$ cat config.mk
export PLATFORM = sky130hd
export DESIGN_NAME = des_subkey_sequencer
export DESIGN_NICKNAME = d
export VERILOG_FILES = /design/src/rtl/des_subkey_sequencer.sv
export SDC_FILE = /design/constraint.sdc
export NUM_CORES = 1
export LEC_CHECK = 0
export CORE_AREA = 2 2 324 326
export CTS_BUF_LIST = sky130_fd_sc_hd__clkbuf_8
export DETAILED_ROUTE_END_ITERATION = 7
export DIE_AREA = 0 0 326 328
export GPL_ROUTABILITY_DRIVEN = 0
export PLACE_DENSITY = 0.3
export SETUP_SLACK_MARGIN = 0.1
export SLEW_MARGIN = 10
export SYNTH_ARGS = -nofsm -noshare
export SYNTH_HDL_FRONTEND = slang
export SYNTH_SLANG_ARGS = --single-unit
$ cat constraint.sdc
create_clock -name spi_clk -period 3.3 [get_ports spi_clk]
set_clock_uncertainty 0.1 [all_clocks]
set_input_delay 0.495 -clock spi_clk [delete_from_list [all_inputs] [get_ports spi_clk]]
set_output_delay 0.495 -clock spi_clk [all_outputs]
set_load 0.005 [all_outputs]
$ cat src/rtl/des_subkey_sequencer.sv
// Issues the sixteen DES subkeys one per round over a valid/ack handshake,
// ascending for encrypt and descending for decrypt.
module des_subkey_sequencer #(
  parameter int unsigned NUM_ROUNDS = 16,
  parameter int unsigned KEY_W      = 48
) (
  input  logic             spi_clk,
  input  logic             n_reset,
  input  logic [KEY_W-1:0] key_in00,
  input  logic [KEY_W-1:0] key_in01,
  input  logic [KEY_W-1:0] key_in02,
  input  logic [KEY_W-1:0] key_in03,
  input  logic [KEY_W-1:0] key_in04,
  input  logic [KEY_W-1:0] key_in05,
  input  logic [KEY_W-1:0] key_in06,
  input  logic [KEY_W-1:0] key_in07,
  input  logic [KEY_W-1:0] key_in08,
  input  logic [KEY_W-1:0] key_in09,
  input  logic [KEY_W-1:0] key_in10,
  input  logic [KEY_W-1:0] key_in11,
  input  logic [KEY_W-1:0] key_in12,
  input  logic [KEY_W-1:0] key_in13,
  input  logic [KEY_W-1:0] key_in14,
  input  logic [KEY_W-1:0] key_in15,
  input  logic             key_ready,
  input  logic             start,
  input  logic             decrypt,
  input  logic             round_ack,
  input  logic             abort,
  output logic [KEY_W-1:0] round_key,
  output logic [3:0]       round_idx,
  output logic [3:0]       round_num,
  output logic             key_valid,
  output logic             busy,
  output logic             done,
  output logic             start_err
);

  typedef enum logic [1:0] {IDLE, ISSUE, DONE} state_t;

  localparam logic [3:0] LAST = 4'(NUM_ROUNDS - 1);

  state_t           state, state_n;
  logic             mode, mode_n;
  logic [3:0]       idx_n, num_n;
  logic [KEY_W-1:0] key_n;
  logic             valid_n, busy_n, done_n, err_n;
  logic [KEY_W-1:0] keys [NUM_ROUNDS];

  assign keys[0]  = key_in00;
  assign keys[1]  = key_in01;
  assign keys[2]  = key_in02;
  assign keys[3]  = key_in03;
  assign keys[4]  = key_in04;
  assign keys[5]  = key_in05;
  assign keys[6]  = key_in06;
  assign keys[7]  = key_in07;
  assign keys[8]  = key_in08;
  assign keys[9]  = key_in09;
  assign keys[10] = key_in10;
  assign keys[11] = key_in11;
  assign keys[12] = key_in12;
  assign keys[13] = key_in13;
  assign keys[14] = key_in14;
  assign keys[15] = key_in15;

  always_ff @(posedge spi_clk or negedge n_reset) begin
    if (!n_reset) state <= IDLE;
    else          state <= state_n;
  end

  always_comb begin
    state_n = state;
    mode_n  = mode;
    idx_n   = round_idx;
    num_n   = round_num;
    key_n   = round_key;
    valid_n = 1'b0;
    busy_n  = 1'b0;
    done_n  = 1'b0;
    err_n   = 1'b0;
    unique case (state)
      IDLE: begin
        if (start && key_ready) begin
          state_n = ISSUE;
          mode_n  = decrypt;
          idx_n   = decrypt ? LAST : '0;
          num_n   = '0;
          key_n   = keys[idx_n];
          valid_n = 1'b1;
          busy_n  = 1'b1;
        end else if (start) begin
          err_n = 1'b1;
        end
      end
      ISSUE: begin
        valid_n = 1'b1;
        busy_n  = 1'b1;
        // abort outranks key loss, which outranks ack; all three exits clear the outputs
        if (abort || !key_ready || (round_ack && round_num == LAST)) begin
          state_n = (abort || !key_ready) ? IDLE : DONE;
          err_n   = !abort && !key_ready;
          done_n  = !abort && key_ready;
          idx_n   = '0;
          num_n   = '0;
          key_n   = '0;
          valid_n = 1'b0;
          busy_n  = 1'b0;
        end else if (round_ack) begin
          idx_n = mode ? round_idx - 4'd1 : round_idx + 4'd1;
          num_n = round_num + 4'd1;
          key_n = keys[idx_n];
        end
      end
      DONE: state_n = IDLE;
      default: state_n = IDLE;
    endcase
  end

  always_ff @(posedge spi_clk or negedge n_reset) begin
    if (!n_reset) begin
      mode      <= 1'b0;
      round_idx <= '0;
      round_num <= '0;
      round_key <= '0;
      key_valid <= 1'b0;
      busy      <= 1'b0;
      done      <= 1'b0;
      start_err <= 1'b0;
    end else begin
      mode      <= mode_n;
      round_idx <= idx_n;
      round_num <= num_n;
      round_key <= key_n;
      key_valid <= valid_n;
      busy      <= busy_n;
      done      <= done_n;
      start_err <= err_n;
    end
  end

endmodule
==> impl_metrics.ini, run 1 <==
[critical_path]
cp-startpoint = round_idx[0]
crit_required_ns = 3.53
crit_chain = fa_4 > buf_16 > mux4_2 > a22oi_2 > nand3_1 > a22o_1
worstSetupPathType = flip-flop to flip-flop
r2r_start = round_idx[0]
r2r-end = round_key[17]
critical_path.slowest_cell = fa_4
reg2regPathDepth = 6
arrival_ns = 3.38
startpoint_type = flip-flop
ff2ff_setup_slack_ns = 0.15
cp_max_fo = 29
worst_setup_path_end_kind = flip-flop
crit_path_max_incr_delay_ns = 0.91
cp-endpoint = round_key[17]

[drt]
num_vias = 11300
antenna_left = 0
drc_errors = 0
drt_first_iter_violations = 495
drt-pass1-iter-count = 4
vias_per_cell = 3.72
drt-total-wl_mm = 80.6
wl_per_cell_um = 26.5

[global_routing]
grt_pass1_wl_mm = 106
grt_pass1_vias = 12800
grt_util_all_layers = 0.143
grt_max_degree = 88
overflow = 0
antenna_found_initial = 24

[job]
cap_violations = 0

[clock_network]
clock_path_buffers = 2
cts_tree = built
numCtsBuffers = 9
worst_skew_pair.late_latency_ns = 0.43
h-tree-depth = 3
cts_hold_buf = 0
root_buffer = clkbuf_8
clkTransAtPathRegs_ns = 0.11
cts_setup_buffers = 0
clock-sinks = 62

[floorplanning]
die_x_um = 326
ios = 835
die_h_um = 328
row_count = 118
initial_core_util = 0.0895
dieArea_um2 = 107000
core_um2 = 103000

[sta]
relSlewSlack = 0.353
period_share = 0.954
maxSlewViolCount = 0
setup_violations = 0
rsz0062_at_grt = yes
hold_viol = 0
fmax_mhz = 318
worstMarginPinSlew_ns = 0.970
period_needed_ns = 3.15

[yosys]
avgSynthCellArea_um2 = 10.9
ys.warnings.count = 0
yosysSeqAreaShare = 0.168
synth_ff_type = dfrtp_1
syn-instance-count = 851
synth_fp_nets = 1630
synth-seq-cells = 62
mappedNetlistArea_um2 = 9240
synth_edf_count = 0
yosysUniqueCellTypes = 43
synth_async_sr_flop_share = 1.00

[final_layout]
stdcell_area_um2 = 19700
area_growth_pct = 113
final_nets = 2417
drive_gt1_frac = 0.173
nFillCells = 11300

[power_and_ir_drop]
cellLeakagePower_nw = 6.74
peakVddDrop_mv = 0.564
power_mw = 9.15
pwr_density_cell_nw_per_um2 = 465

[placed_design]
dp_hpwl_mm = 65.9
io_buffers = 834
place_area_um2 = 19400

[min_path]
hp-class = input port to asynchronous set/reset pin

[status]
status = completed
==> Yosys cell counts (all sizes together), types with 12 or more instances <==
library cell,count,area share
and4,12,0.011
buf,46,0.026
o32a,36,0.039
mux4,192,0.47
o21ai,44,0.024
nand3,15,0.0081
nor3,21,0.011
mux2i,37,0.040
nor2,14,0.0057
a21oi,76,0.044
nand2,187,0.076
mux2,13,0.016
clkbuf,52,0.021
dfrtp,62,0.17
==> final cells by class <==
cell class                      count  area [um2]  share of cell area
Antenna cell                       13        32.5             0.00165
Tap cell                         1380        1730              0.0877
Sequential cell                    62        1560              0.0790
Clock buffer                        9         124             0.00629
Inverter                            1        3.75            0.000191
Clock inverter                      7        55.1             0.00280
Multi-Input combinational cell    691        7340               0.373
Timing Repair Buffer              873        8860               0.450
==> through the flow <==
step | hold slack [ns] | setup slack, ns | util | cells | setup TNS (ns)
after floorplan | 0.0994 | 0.666 | - | 851 | 0
after global placement | 0.380 | -0.0243 | 0.188 | 3005 | -0.0243
after detailed placement | 0.390 | -0.0316 | 0.188 | 3005 | -0.0316
after CTS | 0.0697 | 0.0883 | 0.190 | 3021 | 0
after global routing | 0.100 | 0.0933 | 0.191 | 3033 | 0
final | 0.0683 | 0.152 | 0.191 | 3036 | 0
==> state kept, by name (all words and copies together) (netlist names) <==
register,count
done,1
busy,1
round_key,48
round_num,4
start_err,1
round_idx,4
state,2
mode,1
==> how the worst min path moves through the flow <==
| stage | slack, ns | startpoint | end |
|---|---|---|---|
| CTS | 0.07 | n_reset | round_key[30] |
| global placement | 0.38 | round_key[2] | round_key[2] |
| global route | 0.10 | n_reset | round_key[30] |
| floorplan | 0.1 | n_reset | busy |
| detailed placement | 0.39 | round_key[3] | round_key[3] |
| finish | 0.07 | n_reset | round_key[30] |
==> what timing repair did <==
action	in CTS	in global routing
endpoints found under the hold margin	0	0
resized for setup	1	4
gates cloned	0	2
pin swaps	0	1
endpoints found under the setup margin	2	4
==> critical path: cells and delay by family (launching register included) <==
kind | cells | cell delay (ns)
compound gates | 2 | 0.63
fa+ha+maj | 1 | 0.91
buf+inv | 1 | 0.22
flops | 1 | 0.54
mux | 1 | 0.41
simple gates | 1 | 0.14
==> layout by cell type, fill, tap and decap left out, drive strengths merged, types with 2 or more instances in the layout <==
| master | count |
|---|---|
| o21ai | 44 |
| nand3 | 15 |
| mux4 | 192 |
| and4 | 12 |
| nand2b | 2 |
| mux2 | 13 |
| nor3 | 21 |
| o32a | 36 |
| or3 | 2 |
| a21oi | 76 |
| a22oi | 11 |
| and3 | 2 |
| nor2 | 14 |
| clkinv | 2 |
| dfrtp | 62 |
| buf | 40 |
| inv | 5 |
| clkbuf | 10 |
| a31oi | 2 |
| mux2i | 37 |
| a22o | 3 |
| xnor2 | 2 |
| diode | 13 |
| a41oi | 2 |
| ha | 3 |
| clkdlybuf4s50 | 832 |
| and2 | 2 |
| nand2 | 187 |
==> routing by layer <==
| layer | GRT usage | share of wire | wire, um |
|---|---|---|---|
| met1 | 0.165 | 0.39 | 31600 |
| met2 | 0.258 | 0.52 | 41600 |
| met5 | 0 | 0.00086 | 69 |
| met4 | 0.0363 | 0.015 | 1220 |
| met3 | 0.0417 | 0.076 | 6090 |
==> report_power, final <==
| group | internal [mW] | switching [mW] | total [mW] | leakage [nW] |
|---|---|---|---|---|
| Combinational | 3.69 | 3.61 | 7.30 | 5.92 |
| Sequential | 0.946 | 0.133 | 1.08 | 0.730 |
| Clock | 0.284 | 0.494 | 0.778 | 0.0924 |
==> cell families (layout without fill, tap and decap cells) <==
logic type | count (synthesis) | in the layout | share of synthesized area
XOR/XNOR | 3 | 3 | 0.00285
adder cells (fa/ha/maj) | 4 | 4 | 0.00623
flip-flops | 62 | 62 | 0.168
other | 0 | 13 | 0
multiplexers | 242 | 242 | 0.524
buffers and inverters | 99 | 890 | 0.0478
AO/OA/AOI/OAI | 180 | 180 | 0.127
AND/OR/NAND/NOR | 261 | 262 | 0.124
(Power assumes the default switching activity.)
==> inputs of run 2 (changes only) <==
CORE_AREA = 2 2 327 329   (was 2 2 324 326)
DIE_AREA = 0 0 329 331   (was 0 0 326 328)
DONT_BUFFER_PORTS = 1   (was unset)
clock period = 4 ns   (was 3.3 ns; I/O delays follow)
==> run 2 against run 1 <==
  * Non-clock buffer count is 853 lower
  * Clock power down 17%
  * Clock-buffer cell count unchanged
  * Global-route usage decreased by 3.8 points
  * Maximum frequency is 12% lower
  * First-iteration DRC count is 38% higher
  * Worst setup slack better by 0.27 ns
  * Cell count decreased by 27%
  * Critical path depth is the same
  * Register-to-register slack improved by 0.27 ns
  * Power decreased by 35%
==> impl_metrics.ini, run 2 (synthesis results as in run 1) <==
[status]
status = completed

[global_routing]
grt_pass1_vias = 8895
grt_util_all_layers = 0.105
grt_pass1_wl_mm = 78.6
antenna_found_initial = 58
grt_max_degree = 108
overflow = 0

[final_layout]
top_regs = round_key: 48 flops, round_idx: 4 flops, round_num: 4 flops
nFillCells = 12200
final_util = 0.106
regMostFlops = round_key
final_nets = 1563
layout_common_cells = mux4_2 (192), nand2_1 (187), a21oi_1 (68), dfrtp_1 (61), o21ai_0 (43)
area_growth_pct = 20.9
final_common_cell = mux4_2
largest_reg_flops = 48
stdcell_area_um2 = 11200
drive_gt1_frac = 0.328

[clock_network]
h-tree-depth = 3
numCtsBuffers = 9
cts_resized = 0
cts_tree = built
root_buffer = clkbuf_8
worst_skew_pair.late_latency_ns = 0.43
clock-sinks = 62
clkTransAtPathRegs_ns = 0.11
clock_path_buffers = 2

[critical_path]
worstSetupPathType = flip-flop to flip-flop
arrival_ns = 3.81
crit_required_ns = 4.23
cp_max_fo = 104
startpoint_type = flip-flop
worst_setup_path_end_kind = flip-flop

[placed_design]
dp_hpwl_mm = 50.7
pre_cts_ws_ns = 0.336
io_buffers = 0
place_area_um2 = 10800

[floorplanning]
die_x_um = 329
ios = 835
initial_core_util = 0.0880
die_h_um = 331
core_um2 = 105000
dieArea_um2 = 109000
row_count = 119

[sta]
setup_violations = 0
rsz0062_at_grt = no
period_share = 0.895
worstMarginPinSlew_ns = 0.970
relSlewSlack = 0.350
layout_setup_ws_ns = 0.420
hold_viol = 0
period_needed_ns = 3.58
maxSlewViolCount = 0
fmax_mhz = 279
setup_tns_ns = 0

[power_and_ir_drop]
p_clk_frac = 0.108
swShare = 0.509
internal_power_mw = 2.92
peakVddDrop_mv = 0.734
pwr_density_cell_nw_per_um2 = 533
combinationalPowerShare = 0.719
p_seq_frac = 0.173
cellLeakagePower_nw = 3.34
net-switching-power_mw = 3.03

[drt]
vias_per_cell = 3.88
num_vias = 8632
drt-pass1-iter-count = 5
drt_first_iter_violations = 682
wl_per_cell_um = 27.7
antenna_left = 0
drc_errors = 0
drt-total-wl_mm = 61.6

[job]
cap_violations = 0

[min_path]
hp-class = input port to flip-flop
run 2: final timing paths:
| check | from | to | cells past startpoint | slack [ns] |
|---|---|---|---|---|
| max reg2reg | round_idx[0] | round_key[17] | 6 | 0.42 |
| min reg2reg | round_key[41] | round_key[41] | 1 | 0.46 |
| max | round_idx[0] | round_key[17] | 6 | 0.42 |
| max in group asynchronous | n_reset | round_key[39] | 2 | 2.66 |
| min | key_ready | start_err | 1 | 0.14 |
| min in group asynchronous | n_reset | round_key[17] | 2 | 0.67 |
run 2: worst max-delay path, cell delays in order, from the launching register on:
cell	delay, ns
dfrtp_4	0.53
fa_4	0.88
buf_12	0.41
mux4_2	0.42
a22oi_1	0.53
nand3_1	0.18
a22o_1	0.23
run 2: layer usage:
| metal | global-route usage | wire [um] | vias up |
|---|---|---|---|
| li1 | - | - | 3368 |
| met1 | 0.133 | 24700 | 4478 |
| met2 | 0.158 | 28000 | 644 |
| met3 | 0.0414 | 6550 | 112 |
| met4 | 0.0465 | 2150 | 30 |
| met5 | 0 | 192 | - |
run 2: metrics by stage:
step / power (mW) / hold slack, ns / std cells
after floorplan: 4.06 / 0.204 / 851
after global placement: 5.38 / 0.210 / 2162
after detailed placement: 5.39 / 0.210 / 2162
after CTS: 6.13 / 0.0736 / 2180
after global routing: 6.44 / 0.0841 / 2212
final: 5.95 / 0.142 / 2227
run 2: cell type report:
cell class                 instances  area, um2  share of cell area
multi-input combinational        690       7320               0.655
tap                             1391       1740               0.156
sequential                        62       1560               0.139
timing repair buffer              20        248              0.0222
clock buffer                       9        124              0.0111
antenna                           47        118              0.0105
clock inverter                     7       58.8             0.00527
inverter                           1       3.75            0.000336
run 2: what timing repair did:
action                                 CTS  global route
hold buffers                             2             0
setup buffers                            0             0
endpoints found under the hold margin   62             0
run 2: power groups by stage:
stage	logic, mW	clock network (mW)	registers [mW]
after CTS	4.37	0.718	1.05
after detailed placement	4.33	0	1.06
after floorplan	3.17	0	0.891
after global placement	4.32	0	1.06
after global routing	4.66	0.724	1.05
final	4.28	0.642	1.03
